==> config.mk <==
export PLATFORM = sky130hd
export DESIGN_NAME = grid_px_writer_flat
export DESIGN_NICKNAME = d
export VERILOG_FILES = /design/src/rtl/grid_px_writer_pkg.sv /design/src/rtl/grid_px_writer_if.sv /design/src/rtl/grid_px_writer_px_scan_counter.sv /design/src/rtl/grid_px_writer.sv /design/src/flat_wrapper.sv
export SDC_FILE = /design/constraint.sdc
export NUM_CORES = 1
export LEC_CHECK = 0
export ABC_AREA = 1
export CAP_MARGIN = 30
export CORE_MARGIN = 4
export CORE_UTILIZATION = 55
export DETAILED_ROUTE_END_ITERATION = 12
export GPL_ROUTABILITY_DRIVEN = 0
export PLACE_DENSITY = 0.76
export REMOVE_ABC_BUFFERS = 1
export SETUP_SLACK_MARGIN = 0.4
export SYNTH_ARGS = -nofsm -noshare
export SYNTH_HDL_FRONTEND = slang
export SYNTH_SLANG_ARGS = --single-unit
==> constraint.sdc <==
create_clock -name clk -period 2.1 [get_ports clk]
set_input_delay 0.42 -clock clk [delete_from_list [all_inputs] [get_ports clk]]
set_output_delay 0.42 -clock clk [all_outputs]
set_load 0.005 [all_outputs]
==> src/rtl/grid_px_writer_pkg.sv <==
// Shared video parameters for the tile-grid painter: screen geometry, tile grid,
// FSM state encoding and the tile index helper.
package grid_px_writer_pkg;

    localparam int DEF_AW       = 15;
    localparam int DEF_DW       = 3;
    localparam int DEF_SCREEN_W = 160;
    localparam int DEF_SCREEN_H = 120;

    localparam int TILE_COLS = 4;
    localparam int TILE_ROWS = 2;
    localparam int NUM_TILES = TILE_COLS * TILE_ROWS;
    localparam int COL_BITS  = 2;
    localparam int ROW_BITS  = 1;
    localparam int TILE_BITS = COL_BITS + ROW_BITS;

    typedef enum logic [1:0] {
        IDLE  = 2'd0,
        LOAD  = 2'd1,
        PAINT = 2'd2,
        DONE  = 2'd3
    } px_state_e;

    // Tile number is row*TILE_COLS + col; with 4 columns that is a plain concat.
    function automatic logic [TILE_BITS-1:0] tileIndex(input logic [ROW_BITS-1:0] rowIdx,
                                                       input logic [COL_BITS-1:0] colIdx);
        return {rowIdx, colIdx};
    endfunction

endpackage

==> src/rtl/grid_px_writer_if.sv <==
// Bundle between the game logic, the tile painter and the frame buffer:
// live tile colours in, frame-buffer write port and status out.
interface grid_px_writer_if
    import grid_px_writer_pkg::*;
#(
    parameter int AW = DEF_AW,
    parameter int DW = DEF_DW
) ();

    logic [DW-1:0] cuadroColores0;
    logic [DW-1:0] cuadroColores1;
    logic [DW-1:0] cuadroColores2;
    logic [DW-1:0] cuadroColores3;
    logic [DW-1:0] cuadroColores4;
    logic [DW-1:0] cuadroColores5;
    logic [DW-1:0] cuadroColores6;
    logic [DW-1:0] cuadroColores7;

    logic [AW-1:0] mem_px_addr;
    logic [DW-1:0] mem_px_data;
    logic          px_wr;
    logic          busy;
    logic          frame_done;

    modport master (
        input  cuadroColores0, cuadroColores1, cuadroColores2, cuadroColores3,
        input  cuadroColores4, cuadroColores5, cuadroColores6, cuadroColores7,
        output mem_px_addr, mem_px_data, px_wr, busy, frame_done
    );

    modport slave (
        output cuadroColores0, cuadroColores1, cuadroColores2, cuadroColores3,
        output cuadroColores4, cuadroColores5, cuadroColores6, cuadroColores7,
        input  mem_px_addr, mem_px_data, px_wr, busy, frame_done
    );

endinterface

==> src/rtl/grid_px_writer_px_scan_counter.sv <==
// Raster scan counter: x/y/linear address plus tile column/row counters that
// advance on tile boundaries, so tile lookup needs no division.
module px_scan_counter
    import grid_px_writer_pkg::*;
#(
    parameter int SCREEN_W = DEF_SCREEN_W,
    parameter int SCREEN_H = DEF_SCREEN_H,
    parameter int AW       = DEF_AW
) (
    input  logic                       clk,
    input  logic                       rst,
    input  logic                       clr,
    input  logic                       step,
    output logic [$clog2(SCREEN_W)-1:0] x,
    output logic [$clog2(SCREEN_H)-1:0] y,
    output logic [AW-1:0]               addr,
    output logic [TILE_BITS-1:0]        tile_idx,
    output logic                        last,
    output logic [TILE_BITS-1:0]        next_tile
);

    localparam int TILE_W = SCREEN_W / TILE_COLS;
    localparam int TILE_H = SCREEN_H / TILE_ROWS;
    localparam int XW     = $clog2(SCREEN_W);
    localparam int YW     = $clog2(SCREEN_H);
    localparam int TXW    = $clog2(TILE_W);
    localparam int TYW    = $clog2(TILE_H);

    localparam logic [XW-1:0]  X_LAST  = XW'(SCREEN_W - 1);
    localparam logic [YW-1:0]  Y_LAST  = YW'(SCREEN_H - 1);
    localparam logic [TXW-1:0] TX_LAST = TXW'(TILE_W - 1);
    localparam logic [TYW-1:0] TY_LAST = TYW'(TILE_H - 1);

    logic [XW-1:0]       x_q, x_d;
    logic [YW-1:0]       y_q, y_d;
    logic [AW-1:0]       addr_q, addr_d;
    logic [TXW-1:0]      tx_q, tx_d;
    logic [TYW-1:0]      ty_q, ty_d;
    logic [COL_BITS-1:0] col_q, col_d;
    logic [ROW_BITS-1:0] row_q, row_d;
    logic                lastPix;

    assign lastPix = (x_q == X_LAST) && (y_q == Y_LAST);

    // Position after one step; the final pixel holds so the address never overruns.
    always_comb begin
        x_d    = x_q + 1'b1;
        y_d    = y_q;
        addr_d = addr_q + 1'b1;
        tx_d   = tx_q + 1'b1;
        ty_d   = ty_q;
        col_d  = col_q;
        row_d  = row_q;
        if (tx_q == TX_LAST) begin
            tx_d  = '0;
            col_d = col_q + 1'b1;
        end
        if (x_q == X_LAST) begin
            x_d   = '0;
            tx_d  = '0;
            col_d = '0;
            y_d   = y_q + 1'b1;
            ty_d  = ty_q + 1'b1;
            if (ty_q == TY_LAST) begin
                ty_d  = '0;
                row_d = row_q + 1'b1;
            end
        end
        if (lastPix) begin
            x_d    = x_q;
            y_d    = y_q;
            addr_d = addr_q;
            tx_d   = tx_q;
            ty_d   = ty_q;
            col_d  = col_q;
            row_d  = row_q;
        end
    end

    always_ff @(posedge clk) begin
        if (!rst || clr) begin
            x_q    <= '0;
            y_q    <= '0;
            addr_q <= '0;
            tx_q   <= '0;
            ty_q   <= '0;
            col_q  <= '0;
            row_q  <= '0;
        end else if (step) begin
            x_q    <= x_d;
            y_q    <= y_d;
            addr_q <= addr_d;
            tx_q   <= tx_d;
            ty_q   <= ty_d;
            col_q  <= col_d;
            row_q  <= row_d;
        end
    end

    assign x         = x_q;
    assign y         = y_q;
    assign addr      = addr_q;
    assign last      = lastPix;
    assign tile_idx  = tileIndex(row_q, col_q);
    assign next_tile = tileIndex(row_d, col_d);

endmodule

==> src/rtl/grid_px_writer.sv <==
// Repaints the whole frame buffer as a 4x2 grid of solid tiles whenever any live
// tile colour differs from the snapshot of the last repaint (or after reset).
module grid_px_writer
    import grid_px_writer_pkg::*;
#(
    parameter int AW       = DEF_AW,
    parameter int DW       = DEF_DW,
    parameter int SCREEN_W = DEF_SCREEN_W,
    parameter int SCREEN_H = DEF_SCREEN_H
) (
    input  logic               clk,
    input  logic               rst,
    grid_px_writer_if.master   bus
);

    px_state_e            state_q;
    logic                 init_q;
    logic [DW-1:0]        shadow_q [NUM_TILES];
    logic                 pxWr_q;
    logic                 busy_q;
    logic                 frameDone_q;
    logic [DW-1:0]        pxData_q;

    logic [DW-1:0]        live [NUM_TILES];
    logic                 changed;
    logic                 scanClr;
    logic                 scanStep;
    logic                 scanLast;
    logic [AW-1:0]        scanAddr;
    logic [TILE_BITS-1:0] scanTile;
    logic [TILE_BITS-1:0] scanNextTile;
    logic [$clog2(SCREEN_W)-1:0] scanX;
    logic [$clog2(SCREEN_H)-1:0] scanY;
    logic                 unusedScan;

    always_comb begin
        live[0] = bus.cuadroColores0;
        live[1] = bus.cuadroColores1;
        live[2] = bus.cuadroColores2;
        live[3] = bus.cuadroColores3;
        live[4] = bus.cuadroColores4;
        live[5] = bus.cuadroColores5;
        live[6] = bus.cuadroColores6;
        live[7] = bus.cuadroColores7;
    end

    always_comb begin
        changed = 1'b0;
        for (int i = 0; i < NUM_TILES; i++) begin
            if (live[i] != shadow_q[i]) changed = 1'b1;
        end
    end

    assign scanClr  = (state_q == LOAD);
    assign scanStep = (state_q == PAINT) && !scanLast;

    px_scan_counter #(
        .SCREEN_W (SCREEN_W),
        .SCREEN_H (SCREEN_H),
        .AW       (AW)
    ) u_scan (
        .clk       (clk),
        .rst       (rst),
        .clr       (scanClr),
        .step      (scanStep),
        .x         (scanX),
        .y         (scanY),
        .addr      (scanAddr),
        .tile_idx  (scanTile),
        .last      (scanLast),
        .next_tile (scanNextTile)
    );

    assign unusedScan = ^{scanX, scanY, scanTile};

    // Data is loaded one pixel ahead so it lines up with the scan address register.
    always_ff @(posedge clk) begin
        if (!rst) begin
            state_q     <= IDLE;
            init_q      <= 1'b1;
            pxWr_q      <= 1'b0;
            busy_q      <= 1'b0;
            frameDone_q <= 1'b0;
            pxData_q    <= '0;
            for (int i = 0; i < NUM_TILES; i++) shadow_q[i] <= '0;
        end else begin
            case (state_q)
                IDLE: begin
                    pxWr_q      <= 1'b0;
                    frameDone_q <= 1'b0;
                    if (init_q || changed) begin
                        busy_q  <= 1'b1;
                        state_q <= LOAD;
                    end
                end
                LOAD: begin
                    shadow_q <= live;
                    init_q   <= 1'b0;
                    pxWr_q   <= 1'b1;
                    pxData_q <= live[0];
                    state_q  <= PAINT;
                end
                PAINT: begin
                    if (scanLast) begin
                        pxWr_q      <= 1'b0;
                        busy_q      <= 1'b0;
                        frameDone_q <= 1'b1;
                        state_q     <= DONE;
                    end else begin
                        pxData_q <= shadow_q[scanNextTile];
                    end
                end
                DONE: begin
                    frameDone_q <= 1'b0;
                    state_q     <= IDLE;
                end
                default: state_q <= IDLE;
            endcase
        end
    end

    assign bus.mem_px_addr = scanAddr;
    assign bus.mem_px_data = pxData_q;
    assign bus.px_wr       = pxWr_q;
    assign bus.busy        = busy_q;
    assign bus.frame_done  = frameDone_q;

endmodule
==> src/flat_wrapper.sv <==
// flat-port wrapper written by rule: the top's interface ports become plain ports
module grid_px_writer_flat import grid_px_writer_pkg::*;
#(
    parameter int AW       = DEF_AW,
    parameter int DW       = DEF_DW,
    parameter int SCREEN_W = DEF_SCREEN_W,
    parameter int SCREEN_H = DEF_SCREEN_H
)
  (clk, rst, bus_cuadroColores0, bus_cuadroColores1, bus_cuadroColores2, bus_cuadroColores3, bus_cuadroColores4, bus_cuadroColores5, bus_cuadroColores6, bus_cuadroColores7, bus_mem_px_addr, bus_mem_px_data, bus_px_wr, bus_busy, bus_frame_done);
  grid_px_writer_if #(.AW(AW), .DW(DW)) bus_i ();
  input  logic clk;
  input  logic rst;
  input wire logic [$bits(bus_i.cuadroColores0)-1:0] bus_cuadroColores0;
  input wire logic [$bits(bus_i.cuadroColores1)-1:0] bus_cuadroColores1;
  input wire logic [$bits(bus_i.cuadroColores2)-1:0] bus_cuadroColores2;
  input wire logic [$bits(bus_i.cuadroColores3)-1:0] bus_cuadroColores3;
  input wire logic [$bits(bus_i.cuadroColores4)-1:0] bus_cuadroColores4;
  input wire logic [$bits(bus_i.cuadroColores5)-1:0] bus_cuadroColores5;
  input wire logic [$bits(bus_i.cuadroColores6)-1:0] bus_cuadroColores6;
  input wire logic [$bits(bus_i.cuadroColores7)-1:0] bus_cuadroColores7;
  output wire logic [$bits(bus_i.mem_px_addr)-1:0] bus_mem_px_addr;
  output wire logic [$bits(bus_i.mem_px_data)-1:0] bus_mem_px_data;
  output wire logic [$bits(bus_i.px_wr)-1:0] bus_px_wr;
  output wire logic [$bits(bus_i.busy)-1:0] bus_busy;
  output wire logic [$bits(bus_i.frame_done)-1:0] bus_frame_done;
  assign bus_i.cuadroColores0 = bus_cuadroColores0;
  assign bus_i.cuadroColores1 = bus_cuadroColores1;
  assign bus_i.cuadroColores2 = bus_cuadroColores2;
  assign bus_i.cuadroColores3 = bus_cuadroColores3;
  assign bus_i.cuadroColores4 = bus_cuadroColores4;
  assign bus_i.cuadroColores5 = bus_cuadroColores5;
  assign bus_i.cuadroColores6 = bus_cuadroColores6;
  assign bus_i.cuadroColores7 = bus_cuadroColores7;
  assign bus_mem_px_addr = bus_i.mem_px_addr;
  assign bus_mem_px_data = bus_i.mem_px_data;
  assign bus_px_wr = bus_i.px_wr;
  assign bus_busy = bus_i.busy;
  assign bus_frame_done = bus_i.frame_done;
  grid_px_writer #(.AW(AW), .DW(DW), .SCREEN_W(SCREEN_W), .SCREEN_H(SCREEN_H)) u_core (.clk(clk), .rst(rst), .bus(bus_i));
endmodule
## Yosys cells after proc, flatten, opt, wreduce, memory -nomap -nowiden

Cells that the tools add are included.

| word-level totals | value |
|---|---|
| register bits after elaboration | 78 |
| word-level logic and storage cells | 100 |

| operators by class | value |
|---|---|
| order comparisons | 1 |
| equality and inequality tests | 18 |
| reductions and logical operators | 19 |
| muxes and demuxes | 32 |
| $add $sub $neg | 7 |
| bitwise logic cells | 2 |

Operators with widths:

| cell | count |
|---|---|
| $ne 3x3->1 | 8 |
| $mux 6 | 3 |
| $add 15x1->15 const B | 1 |
| $mux 1 | 14 |
| $add 6x1->6 const B | 2 |
| $eq 6x6->1 const B | 2 |
| $mux 2 | 5 |
| $reduce_and 2->1 | 5 |
| $bmux 3 s3 | 1 |
| $mux 3 | 3 |
| $add 8x1->8 const B | 1 |
| $eq 8x8->1 const B | 1 |
| $mux 8 | 1 |
| $pmux 2 s4 | 1 |
| $add 7x1->7 const B | 1 |
| $eq 7x7->1 const B | 1 |
| $pmux 3 s2 | 1 |
| $reduce_and 3->1 | 2 |
| $reduce_bool 2->1 | 3 |
| $eq 2x2->1 const B | 2 |
| $ge 4x4->1 const B | 1 |
| $ne 2x1->1 const B | 2 |
| $not 3->4 | 1 |
| $pmux 1 s2 | 2 |
| other kinds (12) | 15 |

## Depth between registers and ports, before layout

Gate-level depths: netlist of run 1.

| depth | value |
|---|---|
| depth in word-level cells | 12 |
| gate-level depth with buffers | 14 |
| gate-level depth less buffers | 13 |

## Cells and area by module

From an unflattened synthesis of run 1, not the netlist that was laid out.

| second synthesis, totals | value |
|---|---|
| cell total of the unflattened synthesis | 756 |
| area, all modules | 4757.1 sq um |

By module, submodules not included:

| module | area each (sq um) | cells each | times used |
|---|---|---|---|
| px_scan_counter | 2705.1 | 420 | 1 |
| grid_px_writer | 2052.0 | 336 | 1 |

## Worst setup path before layout of run 1

OpenSTA, ideal clock, no wires.

| timing path | value |
|---|---|
| kind | reg2reg |
| start point | reg u_core.u_scan.x_q[0] (netlist: u_core.u_scan.x[0]) |
| end point | reg u_core.pxData_q[1] (netlist: u_core.bus.mem_px_data[1]) |
| period minus slack after synthesis | 1.657 ns |
| data arrival time | 1.535 ns |
| stages on the path, launching flop included | 14 |
| slack | 0.443 ns |
| buffers on the path | 1 |
| setup time | 0.122 ns |
| cells stage by stage | dfxtp_1 -> ha_1 -> nand2_2 -> inv_1 -> nand2_4 -> nor2_8 -> nand3_2 -> nand2_2 -> buf_6 -> nand2_1 -> nand3_1 -> nand3_1 -> nand3_1 -> a21oi_2 |

| on the way | value |
|---|---|
| longest elaborated chain between the ends | 9 |
| elaborated cells on any way between the ends | 14 |

Ends and longest elaborated chain:

| element | line | text |
|---|---|---|
| start, declared | grid_px_writer_px_scan_counter.sv:34 | `logic [XW-1:0] x_q, x_d;` |
| start signal, assigned | grid_px_writer_px_scan_counter.sv:82 | `x_q <= '0;` |
| start signal, assigned | grid_px_writer_px_scan_counter.sv:90 | `x_q <= x_d;` |
| $eq 8x8->1 (*) | grid_px_writer_px_scan_counter.sv:43, grid_px_writer_px_scan_counter.sv:58 |  |
| $mux 2, or another cell as far along | grid_px_writer_px_scan_counter.sv:58 | `if (x_q == X_LAST) begin` |
| $mux 2 or $mux 1 (tied branches) | grid_px_writer_px_scan_counter.sv:69 | `if (lastPix) begin` |
| $not 3->4 (implied by the code) | grid_px_writer.sv:110 | `pxData_q <= shadow_q[scanNextTile];` |
| $bmux 3 s3 | grid_px_writer.sv:110 |  |
| $mux 3 (implied by the code) (2 in a row) | grid_px_writer.sv:110 |  |
| $mux 3 | grid_px_writer.sv:104 | `if (scanLast) begin` |
| $pmux 3 s2 | grid_px_writer.sv:87 | `case (state_q)` |
| end signal, assigned | grid_px_writer.sv:100 | `pxData_q <= live[0];` |
| end signal, assigned | grid_px_writer.sv:110 |  |
| end, declared | grid_px_writer.sv:22 | `logic [DW-1:0] pxData_q;` |

Every way passes the cells marked *; elsewhere a longest branch is shown, timed or not. The select of a mux whose other input is x is not followed.
A chain may end at the register's enable or synchronous reset.

## Worst setup path in the final report of run 1

| timing path | value |
|---|---|
| start point | reg u_core.u_scan.x_q[0] (netlist: u_core.u_scan.x[0]) |
| end point | reg u_core.u_scan.tx_q[4] |

| on the way | value |
|---|---|
| longest elaborated chain between the ends | 5 |
| elaborated cells on any way between the ends | 7 |

Ends and longest elaborated chain:

| element | line | text |
|---|---|---|
| $eq 8x8->1 (*) | grid_px_writer_px_scan_counter.sv:43, grid_px_writer_px_scan_counter.sv:58 |  |
| $logic_and 1x1->1 | grid_px_writer_px_scan_counter.sv:43 | `assign lastPix = (x_q == X_LAST) && (y_q == Y_LAST);` |
| $logic_not 1->1 | grid_px_writer.sv:55 | `assign scanStep = (state_q == PAINT) && !scanLast;` |
| $logic_and 1x1->1 | grid_px_writer.sv:55 |  |
| $reduce_and 2->1 (no line) | n/a |  |
| end signal, assigned | grid_px_writer_px_scan_counter.sv:93 | `tx_q <= tx_d;` |
| end, declared | grid_px_writer_px_scan_counter.sv:37 | `logic [TXW-1:0] tx_q, tx_d;` |

Every way passes the cells marked *; elsewhere a longest branch is shown, timed or not.

==> results of run 1 <==
## cell families after synthesis
group / after synthesis / synth area share (%)
simple gates: 260 / 30.4
fa+ha+maj: 11 / 3.24
xor+xnor: 11 / 2.27
compound gates: 130 / 16.7
flops: 78 / 36.8
buf+inv: 106 / 10.6
## cells in the mapped netlist, types with 9 or more instances
cell | instances | area share (%)
nor2_1 | 39 | 3.4
nor3_1 | 13 | 1.5
inv_2 | 9 | 0.80
inv_1 | 76 | 6.7
ha_1 | 11 | 3.2
nand2_1 | 96 | 8.5
a21oi_1 | 58 | 6.8
or2_2 | 9 | 1.3
dfxtp_1 | 78 | 37
o21ai_0 | 52 | 6.1
clkbuf_1 | 10 | 0.88
nand4_1 | 13 | 1.9
nand3_1 | 53 | 6.2
## layout by cell type (no fill, tap or decap), types with 4 or more instances in the layout
cell type        Yosys  layout
a21oi_1             58      53
clkdlybuf4s50_1      0      46
nor3_1              13       8
buf_4                3      25
dfxtp_1             78      56
nor2_2               2       6
ha_4                 0       4
o21ai_2              1       4
nand2_2              8      10
xor2_1               5       5
dfxtp_2              0      17
dfxtp_4              0       5
o21ai_1              3      10
ha_1                11       6
nand2_4              1       5
clkbuf_8             0      11
nor2_1              39      31
inv_2                9       9
or2_2                9       9
o21ai_0             52      42
nor2_4               2       6
nor3b_1              6       4
nand3_2              4       9
xnor2_1              6       6
nand3_4              1       5
nand2_1             96      89
nor3_2               3       7
inv_1               76      71
nand3_1             53      45
inv_4                0       4
a21oi_2              3       8
nand4_1             13      13
buf_6                5       9
## worst max-delay path: cells and delay by family, from the launching register on
family | cells | cell delay, ns
flip-flops | 1 | 0.34
buffers and inverters | 3 | 0.28
AO/OA/AOI/OAI | 1 | 0.17
AND/OR/NAND/NOR | 8 | 0.79
adder cells (fa/ha/maj) | 1 | 0.17
## power by group through the flow
stage	combinational [mW]	sequential [mW]	clock (mW)
6_report	2.45	2.00	1.17
4_1_cts	2.04	1.98	1.17
3_3_place_gp	1.86	1.98	0
2_1_floorplan	1.19	1.95	0
3_5_place_dp	1.91	1.99	0
5_1_grt	2.67	2.02	1.25
## metrics by stage
stage          util (%)  hold WS, ns  total power, mW
2_1_floorplan         -        0.433             3.14
3_3_place_gp       65.5        0.444             3.84
3_5_place_dp       65.5        0.452             3.90
4_1_cts            71.4        0.463             5.18
5_1_grt            77.0        0.483             5.95
6_report           77.0        0.466             5.62
## how the worst max path moves through the flow
stage	startpoint	to	slack (ns)
5_1_grt	u_core.u_scan.x[0]	u_core.u_scan.tx_q[4]	0.16
3_3_place_gp	bus_cuadroColores4[1]	u_core.state_q[0]	0.16
2_1_floorplan	u_core.state_q[0]	u_core.u_scan.addr[9]	-0.03
6_report	u_core.u_scan.x[0]	u_core.u_scan.tx_q[4]	0.28
3_5_place_dp	bus_cuadroColores1[2]	u_core.state_q[1]	0.12
4_1_cts	u_core.u_scan.x[1]	u_core.u_scan.addr[8]	0.34
## area by class of cell
class                   instances  share of cell area, %
flip-flops and latches         78                   28.2
clock buffers                  12                   2.73
inverters                      86                   6.08
clock inverters                 4                  0.793
well taps                      99                   2.18
multi-input cells             413                   44.9
repair buffers                 85                   15.1
## flip-flops by register name (all words and copies together), names as in the netlist
signal,cells
u_core.shadow_q,24
u_core.bus.mem_px_data,3
u_core.u_scan.tx_q,6
u_core.u_scan.col_q,2
u_core.state_q,2
u_core.bus.busy,1
u_core.u_scan.row_q,1
u_core.u_scan.x,8
u_core.u_scan.addr,15
u_core.u_scan.ty_q,6
u_core.bus.px_wr,1
u_core.init_q,1
u_core.u_scan.y,7
u_core.bus.frame_done,1
## metal layers
metal	up-vias	GRT usage, %	wire length (um)
met1	2029	31.0	5050
met5	-	0	0
li1	2132	-	-
met2	196	40.6	6130
met4	0	10.7	367
met3	46	3.44	797
## what timing repair did
action	CTS	global route
buffers inserted	11	10
resized for setup	49	82
pin swaps	11	14
gates cloned	1	3
setup endpoints to repair	41	56
hold buffers	0	0
hold endpoints to repair	0	0
==> impl_metrics.env, run 1 <==
export IMPL_drive_gt1_share_pct=26.1
export IMPL_cp_slowest_stage_delay_ns=0.34
export IMPL_wl_per_cell_um=15.9
export IMPL_ys_seq_area_share_pct=36.8
export IMPL_relSlewSlack_pct=66.7
export IMPL_post_route_min_period_ns=1.82
export IMPL_intPower_mw=3.46
export IMPL_finalNonFillerCells=777
export IMPL_drv_cap=0
export IMPL_critPathMostFrequentCell="nand2_4"
export IMPL_clk_path_buf_depth=2
export IMPL_rrSetupSlack_ns=0.28
export IMPL_fin_skew_ns=0.0106
export IMPL_worstHoldPathCells=2
export IMPL_port_buffers=46
export IMPL_rsz0062_at_grt="yes"
export IMPL_critPathSlowestCell="dfxtp_2"
export IMPL_seq_power_share_pct=35.5
export IMPL_dpl_worst_slack_ns=0.125
export IMPL_route_detailed_drc=0
export IMPL_synth_edff_count=0
export IMPL_ant_nets=0
export IMPL_drt_wl_total_um=12400
export IMPL_cts_tree="yes"
export IMPL_powerDensity_nw_per_um2=990
export IMPL_avgSynthCellArea_um2=7.12
export IMPL_multi_input_area_um2=2550
export IMPL_synth_cells=596
export IMPL_antenna_found_initial=0
export IMPL_r2r_cells=13
export IMPL_fp_dieArea_um2=9190
export IMPL_worst_slack_ns=0.279
export IMPL_via_per_inst=5.67
export IMPL_clockPowerShare_pct=20.8
export IMPL_grt_overflow=0
export IMPL_grt_pass1_wl_um=17800
export IMPL_dp_cells=736
export IMPL_finalCritPeriodShare_pct=86.7
export IMPL_synth_cell_types=43
export IMPL_clock_latency_ns=0.36
export IMPL_grt_pass1_vias=3886
export IMPL_initial_core_util_pct=57.6
export IMPL_rows=31
export IMPL_seq_area_um2=1600
export IMPL_htreeDepth=3
export IMPL_cp_cell_sequence="ha_4 -> nand2_4 -> inv_4 -> nand2_4 -> nor2_8 -> nand2_4 -> nand2_8 -> buf_12 -> nor2_2 -> inv_1 -> o21ai_1 -> nand2_1 -> nor2_1"
export IMPL_nets=710
export IMPL_finalSetupViolations=0
export IMPL_hold_end="u_core.u_scan.x[4]"
export IMPL_fmax_mhz=549
export IMPL_worstReg2RegStart="u_core.u_scan.x[0]"
export IMPL_drt_initial_drc_count=267
export IMPL_layout_area_overhead_vs_synth_pct=33.7
export IMPL_tightest_slew_ns=0.494
export IMPL_synth_seq_cells=78
export IMPL_final_area_um2=5680
export IMPL_worstSetupPathType="reg -> reg"
export IMPL_synth_async_reset_ratio_pct=0
export IMPL_swShare_pct=38.5
export IMPL_fillers=509
export IMPL_clkSlewWorstSetupHoldPaths_ns=0.08
export IMPL_fin_setup_tns_ns=0
export IMPL_yosys_warnings=0
export IMPL_status="finished, final reports clean"
export IMPL_crit_arrival_ns=2.11
export IMPL_r2r_end="u_core.u_scan.tx_q[4]"
export IMPL_placed_cell_area_um2=4830
export IMPL_num_antenna_cells=0
export IMPL_vias=4403
export IMPL_dp_hpwl_um=7550
export IMPL_switchingPower_mw=2.16
export IMPL_report_final_hold_viol_count=0
export IMPL_cts_buffers=9
export IMPL_coreArea_um2=7370
export IMPL_crit_fanout=10
export IMPL_comb_power_share_pct=43.6
export IMPL_irDropWorstVdd_v=0.000580
export IMPL_ys_flop_type="dfxtp_1"
export IMPL_hold_start="u_core.u_scan.x[4]"
export IMPL_hp_class="reg -> reg"
export IMPL_fp_dieH_um=95.9
export IMPL_ios=47
export IMPL_drt_first_pass_iters=6
export IMPL_clock_sinks=78
export IMPL_p_leak_nw=2.20
export IMPL_global_route_usage_total_pct=24.3
export IMPL_drv_slew=0
export IMPL_syn_cell_area_um2=4250
export IMPL_cp_required_ns=2.39
export IMPL_crit_path_start_kind="flip-flop"
export IMPL_grt_max_degree=33
export IMPL_cp_end_kind="flip-flop"
export IMPL_die_x_um=95.9
export IMPL_clockRootBuffer="clkbuf_8"
No activity file was read; power rests on OpenSTA's default activity.
==> inputs of run 2 (changes only) <==
CORE_UTILIZATION = 51   (was 55)
PLACE_DENSITY = 0.74   (was 0.76)
clock period = 1.5 ns   (was 2.1 ns; I/O delays follow)
==> run 2 against run 1 <==
  * The run now ends with negative setup slack left
  * Wire length grew 23%
  * Non-clock buffer count grew 83
  * Critical path depth shrank 1
  * Clock-buffer cell count shrank 3
  * Core utilization grew 3.6 points
  * Via count grew 13%
  * Global-route usage grew 2.1 points
  * Clock power grew 70%
  * Sequential power grew 39%
  * Total power grew 61%
  * Worst hold slack gained 0.015 ns
  * Sequential cell count is the same
==> impl_metrics.env, run 2 (synthesis gave the netlist of run 1 again) <==
export IMPL_ios=47
export IMPL_violations="negative setup slack"
export IMPL_dp_hpwl_um=7940
export IMPL_met2_wirelength_um=7840
export IMPL_fp_dieArea_um2=9850
export IMPL_tightest_slew_ns=0.450
export IMPL_cts_tree="yes"
export IMPL_worstSetupPathType="reg -> reg"
export IMPL_crit_path_start_kind="flip-flop"
export IMPL_nets=792
export IMPL_p_total_mw=9.02
export IMPL_antenna_found_initial=0
export IMPL_num_antenna_cells=0
export IMPL_drive_gt1_share_pct=41.3
export IMPL_wl_per_cell_um=17.6
export IMPL_fmax_mhz=520
export IMPL_cts_buffers=9
export IMPL_regMostFlops="u_core.shadow_q"
export IMPL_hp_class="reg -> reg"
export IMPL_cp_end_kind="flip-flop"
export IMPL_largest_reg_flops=24
export IMPL_vias=4990
export IMPL_route_detailed_drc=0
export IMPL_grt_max_degree=33
export IMPL_global_route_usage_total_pct=26.4
export IMPL_clock_sinks=78
export IMPL_ant_nets=0
export IMPL_initial_core_util_pct=51.9
export IMPL_fillers=477
export IMPL_dp_cells=802
export IMPL_drv_slew=0
export IMPL_final_common_cell="buf_4"
export IMPL_worst_slack_ns=-0.424
export IMPL_fp_dieH_um=99.2
export IMPL_fin_setup_tns_ns=-9.56
export IMPL_drt_wl_total_um=15200
export IMPL_top_layer_used="met4"
export IMPL_finalNonFillerCells=865
export IMPL_grt_pass1_vias=4670
export IMPL_report_final_hold_viol_count=0
export IMPL_crit_arrival_ns=2.19
export IMPL_drv_cap=0
export IMPL_dpl_worst_slack_ns=-0.367
export IMPL_clockRootBuffer="clkbuf_8"
export IMPL_post_route_min_period_ns=1.92
export IMPL_finalSetupViolations=54
export IMPL_die_x_um=99.2
export IMPL_final_area_um2=6590
export IMPL_powerDensity_nw_per_um2=1370
export IMPL_grt_pass1_wl_um=21100
export IMPL_clkSlewWorstSetupHoldPaths_ns=0.09
export IMPL_clk_path_buf_depth=2
export IMPL_drt_initial_drc_count=450
export IMPL_cp_required_ns=1.76
export IMPL_coreArea_um2=8180
export IMPL_grt_overflow=0
export IMPL_relSlewSlack_pct=69.7
export IMPL_fin_skew_ns=0.00897
export IMPL_via_per_inst=5.77
export IMPL_crit_fanout=5
export IMPL_p_leak_nw=2.81
export IMPL_met1_length_um=5610
export IMPL_status="finished, violations left"
export IMPL_rows=33
export IMPL_drt_first_pass_iters=7
export IMPL_htreeDepth=3
export IMPL_clock_latency_ns=0.37
export IMPL_finalCritPeriodShare_pct=128
export IMPL_irDropWorstVdd_v=0.000922
export IMPL_rsz0062_at_grt="yes"
export IMPL_placed_cell_area_um2=5270
export IMPL_postCtsHoldBufs=0
export IMPL_mostFrequentLayoutCells="buf_4, nand2_1, inv_1, dfxtp_1, a21oi_1"
export IMPL_port_buffers=46
export IMPL_layout_area_overhead_vs_synth_pct=55.3
export IMPL_met3WireLength_um=983
-- run 2: cell types whose count changed in the layout (fill, tap and decap cells not counted), sizes merged --
cell,change
buf,+104
bufinv,+2
clkbuf,-4
clkdlybuf4s50,-20
clkinv,-3
clkinvlp,+2
inv,+2
nand3,-1
-- run 2: repair_timing --
item,4_1_cts,5_1_grt
buffers inserted,31,13
cloned,3,0
pin swaps,28,20
setup endpoints to repair,99,99
gates resized for setup,226,68
-- run 2: area by class of cell --
type	instances	area, um^2	share of cell area, %
multi-input combinational	412	2720	41.3
clock inverter	7	123	1.86
inverter	86	345	5.24
clock buffer	9	124	1.88
timing repair buffer	168	1540	23.4
tap	105	131	1.99
sequential	78	1610	24.3
-- run 2: final timing paths --
path / slack, ns / from / depth (start not counted) / endpoint
max: -0.42 / u_core.u_scan.x[1] / 12 / u_core.u_scan.y[5]
min: 0.48 / u_core.init_q / 2 / u_core.init_q
max reg2reg: -0.42 / u_core.u_scan.x[1] / 12 / u_core.u_scan.y[5]
min reg2reg: 0.48 / u_core.init_q / 2 / u_core.init_q
-- run 2: critical path, cell delays in order, from the launching register on --
cell     delay (ns)
dfxtp_2        0.36
ha_4           0.16
nand2_4        0.06
inv_4          0.06
nand2_4        0.05
nor2_8         0.15
nand3_4        0.12
buf_6          0.15
inv_2          0.05
nand4_1        0.15
nor3_2         0.24
a21oi_1        0.13
o21a_1         0.13
-- run 2: power by group --
| group | internal (mW) | switching [mW] | total (mW) |
|---|---|---|---|
| clock | 1.11 | 0.879 | 1.99 |
| sequential | 2.52 | 0.259 | 2.78 |
| combinational | 1.91 | 2.35 | 4.26 |
| total | 5.53 | 3.49 | 9.02 |
-- run 2: per-layer routing --
metal / track usage, % / up-vias
li1: - / 2295
met1: 29.8 / 2346
met2: 47.6 / 264
met3: 4.00 / 85
met4: 14.1 / 0
met5: 0 / -
-- run 2: per-stage QoR --
stage                     utilization, %  hold slack [ns]
after CTS                           76.4            0.472
after global routing                80.6            0.480
after floorplan                        -            0.376
after detailed placement            64.5            0.458
final                               80.6            0.481
after global placement              64.5            0.445
==> inputs of run 3 (changes only) <==
CORE_UTILIZATION = 55   (was 51)
CTS_CLUSTER_SIZE = 14   (was unset)
PLACE_DENSITY = 0.76   (was 0.74)
clock period = 2.16 ns   (was 1.5 ns; I/O delays follow)
==> run 3 against run 2 <==
  * First-iteration DRC count down 48%
  * Die area shrank 6.7%
  * Clock skew is 0.0017 ns higher
  * Largest power group unchanged
  * Clock-buffer cell count is 2 higher
  * Sequential cell count unchanged
  * Critical path type unchanged
  * The run now ends clean
  * Via count down 14%
  * Setup slack better by 0.79 ns
  * Sequential share of layout area increased by 4.4 points
  * Cell area decreased by 16%
==> impl_metrics.env, run 3 (synthesis gave the netlist of run 1 again) <==
export IMPL_crit_fanout=8
export IMPL_finalNonFillerCells=770
export IMPL_vias=4277
export IMPL_swShare_pct=38.9
export IMPL_grt_overflow=0
export IMPL_initial_core_util_pct=57.6
export IMPL_worstReg2RegStart="u_core.u_scan.x[1]"
export IMPL_antenna_found_initial=0
export IMPL_wl_per_cell_um=14.7
export IMPL_post_route_min_period_ns=1.80
export IMPL_clockRootBuffer="clkbuf_8"
export IMPL_r2r_cells=12
export IMPL_via_per_inst=5.55
export IMPL_intPower_mw=3.20
export IMPL_seq_power_share_pct=36.9
export IMPL_cp_end_kind="flip-flop"
export IMPL_coreArea_um2=7370
export IMPL_comb_power_share_pct=42.7
export IMPL_rows=31
export IMPL_grt_pass1_vias=3914
export IMPL_p_leak_nw=2.23
export IMPL_fp_dieArea_um2=9190
export IMPL_cp_cell_sequence="ha_4 -> nand2_4 -> inv_4 -> nand2_4 -> nor2_8 -> buf_6 -> or2_4 -> o21ai_4 -> inv_2 -> nand3_1 -> nand3_2 -> a21oi_2"
export IMPL_drt_first_pass_iters=5
export IMPL_critPathMostFrequentCell="nand2_4"
export IMPL_drt_initial_drc_count=236
export IMPL_port_buffers=46
export IMPL_nets=703
export IMPL_fin_setup_tns_ns=0
export IMPL_regMostFlops="u_core.shadow_q"
export IMPL_seq_area_um2=1590
export IMPL_placed_cell_area_um2=4830
export IMPL_grt_pass1_wl_um=17400
export IMPL_fp_dieH_um=95.9
export IMPL_cts_buffers=9
export IMPL_status="finished, final reports clean"
export IMPL_clkSlewWorstSetupHoldPaths_ns=0.08
export IMPL_ant_nets=0
export IMPL_worstHoldPathCells=2
export IMPL_tightest_slew_ns=0.392
export IMPL_hold_start="u_core.u_scan.x[4]"
export IMPL_ios=47
export IMPL_finalSetupViolations=0
export IMPL_cts_tree="yes"
export IMPL_drv_cap=0
export IMPL_hp_class="reg -> reg"
export IMPL_rrSetupSlack_ns=0.36
export IMPL_relSlewSlack_pct=73.6
export IMPL_drive_gt1_share_pct=22.4
export IMPL_irDropWorstVdd_v=0.000576
export IMPL_final_area_um2=5530
export IMPL_die_x_um=95.9
export IMPL_finalCritPeriodShare_pct=83.3
export IMPL_critPathSlowestCell="dfxtp_4"
export IMPL_fin_skew_ns=0.0106
export IMPL_global_route_usage_total_pct=23.9
export IMPL_fillers=552
export IMPL_cp_required_ns=2.45
export IMPL_final_common_cell="nand2_1"
export IMPL_multi_input_area_um2=2490
export IMPL_grt_max_degree=33
export IMPL_fmax_mhz=556
export IMPL_clockPowerShare_pct=20.4
export IMPL_clock_sinks=78
export IMPL_htreeDepth=3
export IMPL_worstSetupPathType="reg -> reg"
export IMPL_crit_path_start_kind="flip-flop"
export IMPL_drt_wl_total_um=11300
export IMPL_dp_cells=735
export IMPL_hold_end="u_core.u_scan.x[4]"
export IMPL_switchingPower_mw=2.04
export IMPL_drv_slew=0
export IMPL_r2r_end="u_core.bus.mem_px_data[2]"
export IMPL_crit_arrival_ns=2.09
export IMPL_powerDensity_nw_per_um2=948
export IMPL_route_detailed_drc=0
export IMPL_clk_path_buf_depth=2
export IMPL_rsz0062_at_grt="yes"
export IMPL_mostFrequentLayoutCells="nand2_1, inv_1, dfxtp_1, a21oi_1"
export IMPL_layout_area_overhead_vs_synth_pct=30.2
export IMPL_report_final_hold_viol_count=0
export IMPL_cp_slowest_stage_delay_ns=0.36
export IMPL_num_antenna_cells=0
export IMPL_dp_hpwl_um=7560
export IMPL_largest_reg_flops=24
export IMPL_clock_latency_ns=0.35
==> run 3: cell types whose count changed in the layout (fill, tap and decap cells not counted), sizes merged <==
cell	before	now
clkbuf	10	12
inv	86	85
bufinv	3	1
buf	141	30
clkinv	2	5
bufbuf	0	1
clkdlybuf4s50	26	46
nand2	105	106
clkinvlp	2	0
==> run 3: final cells by class <==
type                       instances  share of cell area (%)
multi-input combinational        413                    45.1
tap                               99                    2.24
clock inverter                     5                   0.906
clock buffer                      11                    2.38
inverter                          86                    6.07
timing repair buffer              78                    14.5
sequential                        78                    28.8
==> run 3: repair_timing <==
item / 4_1_cts / 5_1_grt
gates cloned: 1 / 2
endpoints found under the setup margin: 29 / 36
buffers inserted: 7 / 9
endpoints found under the hold margin: 0 / 0
gates resized for setup: 32 / 63
hold buffers: 0 / 0
pin swaps: 4 / 30
==> run 3: stage by stage <==
step	total power [mW]	setup slack (ns)	hold slack [ns]	utilization [%]
finish	5.24	0.362	0.460	75.0
floorplan	3.06	0.0341	0.433	-
CTS	5.00	0.404	0.465	70.6
global route	5.56	0.261	0.498	75.0
global placement	3.74	0.230	0.444	65.6
detailed placement	3.79	0.180	0.447	65.6
==> run 3: how the worst max path moves through the flow <==
stage               slack [ns]                   endpoint                   from
floorplan                 0.03      u_core.u_scan.addr[9]      u_core.state_q[0]
global placement          0.23          u_core.state_q[0]  bus_cuadroColores4[1]
detailed placement        0.18         u_core.u_scan.y[5]     u_core.u_scan.x[0]
CTS                       0.40  u_core.bus.mem_px_data[0]     u_core.u_scan.x[1]
global route              0.26  u_core.bus.mem_px_data[2]     u_core.u_scan.x[1]
finish                    0.36  u_core.bus.mem_px_data[2]     u_core.u_scan.x[1]
==> run 3: power by group through the flow <==
stage / registers [mW] / logic [mW] / clock network [mW]
3_5_place_dp: 1.94 / 1.85 / 0
6_report: 1.93 / 2.24 / 1.07
3_3_place_gp: 1.92 / 1.82 / 0
2_1_floorplan: 1.90 / 1.16 / 0
4_1_cts: 1.91 / 2.02 / 1.07
5_1_grt: 1.96 / 2.46 / 1.14
==> run 3: layer usage <==
metal  track usage [%]  up-vias  wire, um
met1              29.8     1986      4870
li1                  -     2112         -
met2              41.4      154      5550
met4              9.12        0       238
met5                 0        -         0
met3              3.67       25       668
==> run 3: worst max-delay path: cells and delay by family, from the launching register on <==
| family | cells | cell delay (ns) |
|---|---|---|
| and+or+nand+nor | 6 | 0.63 |
| DFF | 1 | 0.36 |
| AOI/OAI and AO/OA | 2 | 0.33 |
| buffers and inverters | 3 | 0.24 |
| adders and majority gates | 1 | 0.17 |
